<file path="src/rtl/pkg_tpu.sv">
// Shared TPU definitions: default table geometry and the types that travel
// between the issue stage, the vector lanes and the commit table.
package pkg_tpu;

   localparam int NUM_LANE         = 4;
   localparam int NUM_ENTRY_HAZARD = 8;
   localparam int WIDTH_ISSUE_NO   = $clog2(NUM_ENTRY_HAZARD);

   typedef logic [WIDTH_ISSUE_NO-1:0] issue_no_t;

   // One commit-table entry: valid, lanes that must commit, lanes that have.
   typedef struct packed {
      logic                v;
      logic [NUM_LANE-1:0] en_lane;
      logic [NUM_LANE-1:0] en_commit;
   } commit_tab_v;

   // Per-lane committed issue numbers, lane 0 in the lowest slice.
   typedef issue_no_t [NUM_LANE-1:0] commit_no_vec_t;

endpackage

</file>
<file path="src/rtl/commit_table_v_commit_ptr.sv">
// Circular pointer with a wrap bit; the wrap bit separates full from empty
// when the head and tail indices coincide.
module commit_ptr #(
   parameter int WIDTH_NO = 3
) (
   input  logic                clock,
   input  logic                reset,
   input  logic                clear,
   input  logic                advance,
   output logic [WIDTH_NO-1:0] idx,
   output logic                wrap
);

   // Advance modulo 2**WIDTH_NO; the carry out of the index toggles wrap.
   always_ff @(posedge clock or negedge reset) begin
      if (!reset) begin
         {wrap, idx} <= '0;
      end else if (clear) begin
         {wrap, idx} <= '0;
      end else if (advance) begin
         {wrap, idx} <= {wrap, idx} + (WIDTH_NO + 1)'(1);
      end
   end

endmodule

</file>
<file path="src/rtl/commit_table_v.sv">
// In-order commit table: allocates an entry per issued vector instruction,
// collects per-lane commit strobes and retires the oldest complete entry.
module commit_table_v #(
   parameter int NUM_ENTRY = pkg_tpu::NUM_ENTRY_HAZARD,
   parameter int NUM_LANE  = pkg_tpu::NUM_LANE,
   parameter int WIDTH_NO  = $clog2(NUM_ENTRY)
) (
   input  logic                         clock,
   input  logic                         reset,
   input  logic                         I_Flush,
   input  logic                         I_Issue,
   input  logic [NUM_LANE-1:0]          I_En_Lane,
   output logic                         O_Issue_Ack,
   output logic [WIDTH_NO-1:0]          O_Issue_No,
   input  logic [NUM_LANE-1:0]          I_Commit,
   input  logic [NUM_LANE*WIDTH_NO-1:0] I_Commit_No,
   output logic                         O_Commit,
   output logic [WIDTH_NO-1:0]          O_Commit_No,
   output logic                         O_Full,
   output logic                         O_Empty,
   output logic [$clog2(NUM_ENTRY+1)-1:0] O_Count,
   output logic                         O_Err
);

   localparam int CNT_W = $clog2(NUM_ENTRY + 1);

   logic [NUM_ENTRY-1:0] v;
   logic [NUM_LANE-1:0]  en_lane   [NUM_ENTRY];
   logic [NUM_LANE-1:0]  en_commit [NUM_ENTRY];

   logic [WIDTH_NO-1:0]  head_idx, tail_idx;
   logic                 head_wrap, tail_wrap;
   logic [WIDTH_NO-1:0]  commit_no [NUM_LANE];
   logic [NUM_LANE-1:0]  commit_ok, commit_bad;
   logic                 retire;

   commit_ptr #(.WIDTH_NO(WIDTH_NO)) u_head (
      .clock   (clock),
      .reset   (reset),
      .clear   (I_Flush),
      .advance (retire),
      .idx     (head_idx),
      .wrap    (head_wrap)
   );

   commit_ptr #(.WIDTH_NO(WIDTH_NO)) u_tail (
      .clock   (clock),
      .reset   (reset),
      .clear   (I_Flush),
      .advance (O_Issue_Ack),
      .idx     (tail_idx),
      .wrap    (tail_wrap)
   );

   assign O_Full      = (head_idx == tail_idx) && (head_wrap != tail_wrap);
   assign O_Empty     = (head_idx == tail_idx) && (head_wrap == tail_wrap);
   assign O_Issue_Ack = I_Issue & ~O_Full;
   assign O_Issue_No  = tail_idx;

   // Head retires once every enabled lane has committed (en_lane=0 retires at once).
   assign retire = v[head_idx] && (en_commit[head_idx] == en_lane[head_idx]);

   // Classify each lane strobe against cycle-start entry state.
   always_comb begin
      commit_ok  = '0;
      commit_bad = '0;
      for (int l = 0; l < NUM_LANE; l++) begin
         commit_no[l] = I_Commit_No[l*WIDTH_NO +: WIDTH_NO];
         if (I_Commit[l]) begin
            if (v[commit_no[l]] && en_lane[commit_no[l]][l]) begin
               commit_ok[l] = 1'b1;
            end else begin
               commit_bad[l] = 1'b1;
            end
         end
      end
   end

   // Entry storage: flush clears everything, otherwise commit, retire, allocate.
   always_ff @(posedge clock or negedge reset) begin
      if (!reset) begin
         v <= '0;
         for (int e = 0; e < NUM_ENTRY; e++) begin
            en_lane[e]   <= '0;
            en_commit[e] <= '0;
         end
      end else if (I_Flush) begin
         v <= '0;
         for (int e = 0; e < NUM_ENTRY; e++) begin
            en_commit[e] <= '0;
         end
      end else begin
         for (int l = 0; l < NUM_LANE; l++) begin
            if (commit_ok[l]) begin
               en_commit[commit_no[l]][l] <= 1'b1;
            end
         end
         if (retire) begin
            v[head_idx] <= 1'b0;
         end
         if (O_Issue_Ack) begin
            v[tail_idx]         <= 1'b1;
            en_lane[tail_idx]   <= I_En_Lane;
            en_commit[tail_idx] <= '0;
         end
      end
   end

   // Registered one-cycle retire pulse carrying the retired issue number.
   always_ff @(posedge clock or negedge reset) begin
      if (!reset) begin
         O_Commit    <= 1'b0;
         O_Commit_No <= '0;
      end else if (I_Flush) begin
         O_Commit    <= 1'b0;
      end else begin
         O_Commit <= retire;
         if (retire) begin
            O_Commit_No <= head_idx;
         end
      end
   end

   // Occupancy: +1 per accepted issue, -1 per retire.
   always_ff @(posedge clock or negedge reset) begin
      if (!reset) begin
         O_Count <= '0;
      end else if (I_Flush) begin
         O_Count <= '0;
      end else begin
         O_Count <= O_Count + CNT_W'(O_Issue_Ack) - CNT_W'(retire);
      end
   end

   // Sticky flag for any commit aimed at an invalid entry or disabled lane.
   always_ff @(posedge clock or negedge reset) begin
      if (!reset) begin
         O_Err <= 1'b0;
      end else if (!I_Flush && (|commit_bad)) begin
         O_Err <= 1'b1;
      end
   end

endmodule

</file>
<file path="config.mk">
export PLATFORM = sky130hd
export DESIGN_NAME = commit_table_v
export DESIGN_NICKNAME = d
export VERILOG_FILES = /design/src/rtl/pkg_tpu.sv /design/src/rtl/commit_table_v_commit_ptr.sv /design/src/rtl/commit_table_v.sv
export SDC_FILE = /design/constraint.sdc
export NUM_CORES = 1
export LEC_CHECK = 0
export ABC_AREA = 0
export CAP_MARGIN = 20
export CORE_MARGIN = 1
export CORE_UTILIZATION = 40
export DETAILED_ROUTE_END_ITERATION = 8
export PLACE_DENSITY = 0.62
export REMOVE_ABC_BUFFERS = 1
export SYNTH_ARGS = -nofsm -noshare
export SYNTH_HDL_FRONTEND = slang
export SYNTH_SLANG_ARGS = --single-unit
</file>
<file path="constraint.sdc">
create_clock -name clock -period 5.5 [get_ports clock]
set_clock_uncertainty 0.2 [all_clocks]
set_input_delay 1.1 -clock clock [delete_from_list [all_inputs] [get_ports clock]]
set_output_delay 1.1 -clock clock [all_outputs]
set_load 0.05 [all_outputs]
</file>
==> metrics <==
status=completed; vias=3,803; port bufs=38; Routed Antenna Nets=0; Period minus WS final=4.22 ns; ys async rst share=100%; fin. max-slew vios=0; Clock Latency Late Sink=0.34 ns; Pre-Repair DR Iteration Count=5; Max rail drop VDD=0.000130 V; Worst-path clk slew=0.06 ns; Clock Tree Buf Depth=2; Initial Util=41.7%; routed wire length=13.2 mm; Worst EP required=4.20 ns; RSZ-0062 raised after global routing=no; Avg WL per Cell=19.9 um; final hold vios=0; Max H-tree Level=3; chip width=between 100 and 150 um; final instance area=0.00588 mm2; flops & latches, synth=89; CTS Buf Count=9; Arr. time, crit path=2.92 ns; die area=between 0.01 and 0.015 mm2; placed insts=approximately 650; Seq/Total Area, Yosys=between 40% and 50%; Max FO, Critical Path=19; largest net degree at the start of global routing=50; setup TNS=0 ns; Area growth, synth to finish=16.0%; Tcrit/Tclk final=76.7%; Post-Syn Instances=463; Synth Flop Type=dfrtp_1; static leakage=2.54 nW; Hold Path Class=register to register; Tot Pwr=1.81 mW; vias per cell=~5.7; share of layout cells above drive strength 1=~18%; ant diodes=0; Root Driver=clkbuf_16; Rel. slew slack=a little over a quarter; Post-Syn Area=0.00507 mm2; # clock sinks=89; Placement Cell Area=about 0.0056 mm2; drt drc=0; TritonCTS clock tree=yes; # hold bufs at CTS=0; CP endpoint kind=output port; gr ovfl total=0; Setup Buffers After CTS=0; PnR worst setup slack=1.28 ns; Layout Cells excl Fill=roughly 670; pwr dens=308 mW/mm2; Rows=40; commonest non-fill, non-tap cell in the layout=dfrtp_1; Post-DP HPWL=roughly 9.5 mm; pre-CTS WS=1.51 ns; number of global-route vias before repair=around 3,700; Die H=115 um; EDFF count, synth=0; final layout net count=523; # resized after CTS=0; first-pass GRT wire length=roughly 21 mm; worst hold margin=0.274 ns; fmax=0.237 GHz; Initial DRC Count=~280; max_cap viols=0; Slew @ Worst Pin=approximately 1.1 ns; Synth Warn #=0; I/O pins=39; syn avg cell area=10.9 um2; Crit Path Class=register to output port; initial antenna violation count=0; GR Util All Layers=21.8%; gpl congestion=between 0.9 and 1; final core occ=48.4%; Final setup violation count=0; most frequent cells in the layout=dfrtp_1 (89), nor2_1 (47), mux2_2 (40); Cell variety after synth=53; core area=0.0122 mm2; Worst setup SP type=register
[flip-flops by register name, indices dropped and copies added, names as in the netlist]
signal	count
v	8
en_commit	32
u_tail.idx	3
O_Err	1
en_lane	32
O_Commit	1
u_tail.wrap	1
u_head.wrap	1
O_Count	4
O_Commit_No	3
u_head.idx	3
[worst max-delay path, stage by stage, from the launching register on]
cell and delay (ns):
dfrtp_1 0.86, buf_4 0.32, xnor2_1 0.11, nand4_1 0.12, nand2_1 0.11, inv_1 0.20
clkdlybuf4s50_1 0.84
[Yosys cell counts, drive strengths merged, types with 2 or more instances]
cell / number / share of area, %
a31o: 4 / 0.69
nor3: 17 / 1.7
nand3b: 4 / 0.59
buf: 12 / 1.6
dfrtp: 89 / 44
and2: 4 / 0.49
or3b: 2 / 0.35
o21a: 13 / 1.9
mux2i: 10 / 2.0
o211ai: 3 / 0.44
a31oi: 13 / 1.6
ha: 6 / 1.5
xor2: 12 / 2.1
or3: 2 / 0.25
nor2b: 11 / 1.4
nand2: 25 / 1.9
and3: 3 / 0.37
mux4: 20 / 9.3
o21ai: 13 / 1.3
or2: 2 / 0.25
nor3b: 6 / 0.89
o2111ai: 2 / 0.35
o21ba: 2 / 0.40
nand3: 10 / 0.99
inv: 18 / 1.3
clkbuf: 15 / 1.2
xnor2: 11 / 1.9
a21oi: 18 / 1.8
nor2: 47 / 3.5
mux2: 43 / 9.8
o22ai: 2 / 0.25
nand4: 3 / 0.37
nand2b: 6 / 0.74
and3b: 4 / 0.69
[path summary, 6_finish.rpt]
path                          startpoint           to  slack, ns  depth (start not counted)
min reg2reg                        O_Err        O_Err       0.27                          1
max reg2reg                u_head.idx[0]   O_Count[1]       1.52                         11
max                        u_head.idx[0]  O_Issue_Ack       1.28                          6
min in group asynchronous          reset   O_Count[3]       0.54                          1
min                                O_Err        O_Err       0.27                          1
max in group asynchronous          reset         v[4]       3.55                          2
[final cells by class]
type / instances / area [um2]
clock inverters: 5 / 62.6
inverters: 18 / 67.6
repair buffers: 45 / 430
clock buffers: 11 / 253
fillers: 1108 / 6280
well taps: 168 / 210
flip-flops and latches: 89 / 2230
multi-input cells: 329 / 2630
[logic make-up (layout without fill, tap and decap cells)]
group | Yosys count | count (layout) | synth area share (%)
compound gates | 78 | 78 | 10.3
simple gates | 148 | 148 | 14.6
mux | 73 | 73 | 21.1
flops | 89 | 89 | 44.0
buf+inv | 45 | 79 | 4.15
xor+xnor | 23 | 23 | 3.98
fa+ha+maj | 7 | 7 | 1.88
[power breakdown]
group / internal [mW] / switching [mW] / total (mW)
registers: 0.714 / 0.0656 / 0.780
logic: 0.179 / 0.204 / 0.384
clock network: 0.380 / 0.267 / 0.647
[routing by layer]
layer  share of wire, %  track usage, %  up-vias
met4                4.3            11.2        0
met2                 45            32.1      162
met3                6.3            3.28       33
met1                 45            31.3     1870
met5                  0               0        -
li1                   -               -     1738
(Power assumes the default switching activity.)
